==> config.mk <==
export PLATFORM = sky130hd
export DESIGN_NAME = msg_assembler
export DESIGN_NICKNAME = d
export VERILOG_FILES = /design/src/rtl/msg_asm_pkg.sv /design/src/rtl/msg_assembler.sv
export SDC_FILE = /design/constraint.sdc
export NUM_CORES = 1
export LEC_CHECK = 0
export CORE_ASPECT_RATIO = 1.75
export CORE_UTILIZATION = 41
export CTS_CLUSTER_DIAMETER = 30
export DETAILED_ROUTE_END_ITERATION = 10
export GPL_TIMING_DRIVEN = 0
export PLACE_DENSITY_LB_ADDON = 0.12
export SYNTH_ARGS = -nofsm -noshare
export SYNTH_HDL_FRONTEND = slang
export SYNTH_SLANG_ARGS = --single-unit
export TNS_END_PERCENT = 5
==> constraint.sdc <==
create_clock -name clk_i -period 5.25 [get_ports clk_i]
set_clock_uncertainty 0.15 [all_clocks]
set_input_delay 1.05 -clock clk_i [delete_from_list [all_inputs] [get_ports clk_i]]
set_output_delay 1.05 -clock clk_i [all_outputs]
set_load 0.05 [all_outputs]
==> src/rtl/msg_asm_pkg.sv <==
// rtl/msg_asm_pkg.sv - shared state type and sizing helpers for the message assembler
package msg_asm_pkg;

    typedef enum logic {COLLECT, PENDING} msg_asm_state_t;

    function automatic int beats(input int msg_bits, input int byte_w);
        return msg_bits / byte_w;
    endfunction

    function automatic int cnt_w(input int n);
        return $clog2(n + 1);
    endfunction

endpackage

==> src/rtl/msg_assembler.sv <==
// rtl/msg_assembler.sv - packs BYTE_W beats into MSG_BITS messages with early-last and valid/ready output
// Optional idle-timeout partial flush enabled by defining MSG_ASM_TIMEOUT_EN.
module msg_assembler
    import msg_asm_pkg::*;
#(
    parameter int BYTE_W      = 8,
    parameter int MSG_BITS    = 32,
    parameter int MSB_FIRST   = 1,
    parameter int TIMEOUT_CYC = 16,
    localparam int BEATS      = beats(MSG_BITS, BYTE_W),
    localparam int CNT_W      = cnt_w(BEATS)
) (
    input  logic                clk_i,
    input  logic                rst_i,
    input  logic [BYTE_W-1:0]   byte_i,
    input  logic                byte_valid_i,
    input  logic                byte_last_i,
    output logic                byte_ready_o,
    output logic [MSG_BITS-1:0] msg_o,
    output logic [CNT_W-1:0]    msg_nbytes_o,
    output logic                msg_partial_o,
    output logic                msg_valid_o,
    input  logic                msg_ready_i
);

    if (MSG_BITS % BYTE_W != 0) begin : g_bad_width
        $error("MSG_BITS must be an integer multiple of BYTE_W");
    end

    msg_asm_state_t      state, state_next;
    logic [MSG_BITS-1:0] asm_reg, asm_next;
    logic [CNT_W-1:0]    cnt, count_next;
    logic                accept, flush, complete, out_free, load_out;

    // Ready depends on FSM state only, so upstream never sees a combinational loop.
    assign byte_ready_o = (state == COLLECT);
    assign accept       = byte_valid_i & byte_ready_o;
    assign out_free     = !msg_valid_o | msg_ready_i;
    assign count_next   = cnt + CNT_W'(accept);

    for (genvar i = 0; i < BEATS; i++) begin : g_lane
        localparam int LO = (MSB_FIRST != 0) ? MSG_BITS - (i + 1) * BYTE_W : i * BYTE_W;
        assign asm_next[LO +: BYTE_W] = (accept && cnt == CNT_W'(i)) ? byte_i : asm_reg[LO +: BYTE_W];
    end

`ifdef MSG_ASM_TIMEOUT_EN
    localparam int IDLE_W = $clog2(TIMEOUT_CYC + 1);
    logic [IDLE_W-1:0] idle_cnt;
    logic              idle;

    assign idle  = (state == COLLECT) && (cnt != '0) && !accept;
    assign flush = idle && (idle_cnt == IDLE_W'(TIMEOUT_CYC));

    always_ff @(posedge clk_i or posedge rst_i) begin
        if (rst_i) begin
            idle_cnt <= '0;
        end else if (!idle || flush) begin
            idle_cnt <= '0;
        end else begin
            idle_cnt <= idle_cnt + IDLE_W'(1);
        end
    end
`else
    assign flush = 1'b0;
`endif

    assign complete = (accept && (byte_last_i || cnt == CNT_W'(BEATS - 1))) || flush;

    always_ff @(posedge clk_i or posedge rst_i) begin
        if (rst_i) begin
            state <= COLLECT;
        end else begin
            state <= state_next;
        end
    end

    always_comb begin
        state_next = state;
        load_out   = 1'b0;
        case (state)
            COLLECT: begin
                if (complete) begin
                    if (out_free) begin
                        load_out = 1'b1;
                    end else begin
                        state_next = PENDING;
                    end
                end
            end
            PENDING: begin
                if (out_free) begin
                    load_out   = 1'b1;
                    state_next = COLLECT;
                end
            end
            default: state_next = COLLECT;
        endcase
    end

    // In PENDING asm_reg/cnt already hold the finished message, so asm_next/count_next pass them through.
    always_ff @(posedge clk_i or posedge rst_i) begin
        if (rst_i) begin
            asm_reg       <= '0;
            cnt           <= '0;
            msg_o         <= '0;
            msg_nbytes_o  <= '0;
            msg_partial_o <= 1'b0;
            msg_valid_o   <= 1'b0;
        end else if (load_out) begin
            msg_o         <= asm_next;
            msg_nbytes_o  <= count_next;
            msg_partial_o <= (count_next < CNT_W'(BEATS));
            msg_valid_o   <= 1'b1;
            asm_reg       <= '0;
            cnt           <= '0;
        end else begin
            if (msg_ready_i) begin
                msg_valid_o <= 1'b0;
            end
            if (accept) begin
                asm_reg <= asm_next;
                cnt     <= count_next;
            end
        end
    end

endmodule

==> flow_summary_export.csv <==
group,metric,value,unit
die,die_width,65.5,µm
pwr,power.share.combinational,46.5,%
worst_setup_path,path_cells,"clkdlybuf4s50_1, nor2b_1, buf_2, nand3_1, mux2i_1, a21oi_1",
cells_and_area,seqCellArea,1830,µm²
route,vias,1983,
synth,synth_seq_cells,73,
placed_design,placed_cells,382,
die,ioPinCount,51,
synth,ys_seq_area_share,63.1,%
die,start_util,42.2,%
timing,max_freq,359,MHz
worst_setup_path,path_depth,6,
grt,grt_max_degree,74,
cts,holdBufCountCts,0,
cells_and_area,fill_cells,619,
worst_setup_path,cpLargestDelayFamily,"buffers and inverters",
cts,cts.reportedPaths.clkPinSlew,0.05,ns
pwr,total_power,2680,µW
grt,grt_antenna_before_repair,0,
synth,synthFlopType,"dfrtp_1",
timing,maxSlewHeadroom,64.2,%
synth,synthMostInstantiatedCell,"dfrtp_1",
cells_and_area,area_growth,30.8,%
timing,tightest_slew,0.536,ns
die,core,6860,µm²
cells_and_area,nNetsFinal,324,
cells_and_area,layout.cells.non_filler,397,
hold_path,hold_class,"reg2reg",
grt,grt_pass1_wl,10300,µm
route,dr.pass1.iters,4,
run_status,status,"finished clean",
timing,final_max_slew_viol_count,0,
grt,grt_pass1_vias,1991,
timing,whs,0.358,ns
pwr,seqPwrFrac,33.7,%
worst_setup_path,startpoint_type,"primary input",
hold_path,min_from,"msg_partial_o",
cells_and_area,multi_input_area,940,µm²
worst_setup_path,cp_num_buf_inv,2,
route,viasPerCell,4.99,
flow_run,drv_cap,0,
timing,rsz0062_at_grt,"no",
hold_path,holdPathStages,1,
cts,clock-sinks,73,
pwr,p_per_area,708,nW/µm²
synth,yosysWarningCount,0,
worst_setup_path,critPathCaptureType,"register",
timing,finalHoldViolations,0,
worst_setup_path,r2r-start,"state",
route,drt_first_iter_violations,119,
cts,clock_latency,0.32,ns
placed_design,gp_congestion,0.773,
synth,synthDistinctLibCells,23,
worst_setup_path,cp_slowest_cell,"clkdlybuf4s50_1",
worst_setup_path,crit_type,"in2reg",
cts,h-tree-depth,3,
cells_and_area,drive_gt1_share,9.27,%
route,ant_nets,0,
synth,ys_async_sr_fraction,100,%
worst_setup_path,critPathMaxFanout,8,
route,wirelength_met1,2770,µm
cts,postCtsSetupRepairBufs,0,
pwr,sw_frac_of_total,41.9,%
worst_setup_path,crit_start,"byte_valid_i",
timing,final.period_utilization,53.1,%
cts,clock_path_buffers,2,
pwr,ir_worst_vdd,0.398,mV
route,wirelength,6260,µm
die,rows,40,
timing,layout_min_cycle_time,2.79,ns
pwr,p_leak,0.00182,µW
cells_and_area,num_antenna_cells,0,
synth,synth_edf_count,0,
synth,synth_commonest_cells,"dfrtp_1, nor2_1, mux2i_1",
route,routed-wl-met2,3130,µm
cts,cts_tree,"yes",
route,post_drt_wl_per_cell,15.8,µm
timing,setup_viol,0,
synth,syn-num-nets,262,
grt,gr-total-overflow,0,
worst_setup_path,worst_ep_required_time,5.30,ns
route,highest_layer,"met4",
synth,syn_area_per_cell,11.7,µm²
die,dieHeight,113,µm
worst_setup_path,critPathMaxStageDelay,0.49,ns
placed_design,dpl.hpwl,4180,µm
pwr,p_int,1560,µW
hold_path,hold_end,"msg_partial_o",
worst_setup_path,regToRegEndpoint,"msg_o[23]",
die,dieArea,7420,µm²
route,dr_wl_met3,219,µm
synth,synthTopCellsByArea,"dfrtp_1, mux2i_1, nor2_1, a21oi_1, buf_6",
synth,yosysTopAreaCell,"dfrtp_1",
placed_design,portBuffers,50,
synth,synth_top_cell_area_share,63.1,%
cts,cts_buffers,9,
pwr,switching_power,1120,µW
timing,setup_tns,0,ns
synth,synthesis.instances,247,
route,drc,0,
pwr,clock_power_share,19.8,%
worst_setup_path,crit_arrival,2.83,ns
grt,grtUsageTotal,19.1,%
worst_setup_path,r2r_cells,5,
worst_setup_path,rrSetupSlack,3.30,ns
cts,cts_root_buf,"clkbuf_16",
synth,synth_area,2900,µm²
cts,cts_resized,0,
[power groups by stage]
stage	Clock, µW	Combinational (µW)	Sequential (µW)
floorplan	0	382	1380
global placement	0	1240	908
detailed placement	0	1250	914
CTS	545	1260	907
global route	572	1330	926
finish	531	1250	904
[cells in the final DEF, fill, tap and decap left out, drive strengths merged, types with 2 or more instances in the layout]
master	n
a21oi	33
buf	14
clkbuf	18
clkdlybuf4s50	50
dfrtp	73
ha	2
inv	2
mux2	3
mux2i	34
nand2	2
nor2	71
[kinds of logic (layout without fill, tap and decap cells)]
kind of cell | count (synthesis) | count (layout) | share of synthesized area [%]
AO/OA/AOI/OAI | 35 | 35 | 6.22
buffers and inverters | 18 | 84 | 4.49
AND/OR/NAND/NOR | 80 | 80 | 11.4
flip-flops | 73 | 73 | 63.1
multiplexers | 37 | 37 | 13.3
adder cells (fa/ha/maj) | 2 | 2 | 0.864
XOR/XNOR | 2 | 2 | 0.605
[per-stage QoR]
stage | utilization (%) | setup slack [ns] | cell area (µm²)
final | 55.3 | 2.46 | 3790
after global routing | 55.3 | 2.33 | 3790
after CTS | 55.3 | 2.47 | 3790
after detailed placement | 51.5 | 2.15 | 3530
after global placement | 51.1 | 0.969 | 3500
after floorplan | - | 2.20 | 2900
[area by class of cell]
type / instances / area share [%]
plain buffers: 16 / 3.24
multi-input cells: 156 / 24.8
inverters: 2 / 0.264
well taps: 84 / 2.77
flip-flops and latches: 73 / 48.2
repair buffers: 51 / 13.9
clock buffers: 15 / 6.80
[per-layer routing]
| metal | vias to the layer above | track usage [%] |
|---|---|---|
| met3 | 9 | 5.65 |
| met1 | 990 | 25.5 |
| met2 | 41 | 28.7 |
| li1 | 943 | - |
| met5 | - | 0 |
| met4 | 0 | 8.26 |
[worst max path at each step]
| stage | to | slack [ns] |
|---|---|---|
| final | msg_o[23] | 2.46 |
| after global routing | msg_o[23] | 2.33 |
| after CTS | byte_ready_o | 2.47 |
| after detailed placement | msg_o[23] | 2.15 |
| after global placement | msg_o[27] | 0.97 |
| after floorplan | asm_reg[0] | 2.20 |
Power figures use the tool's default switching activity.
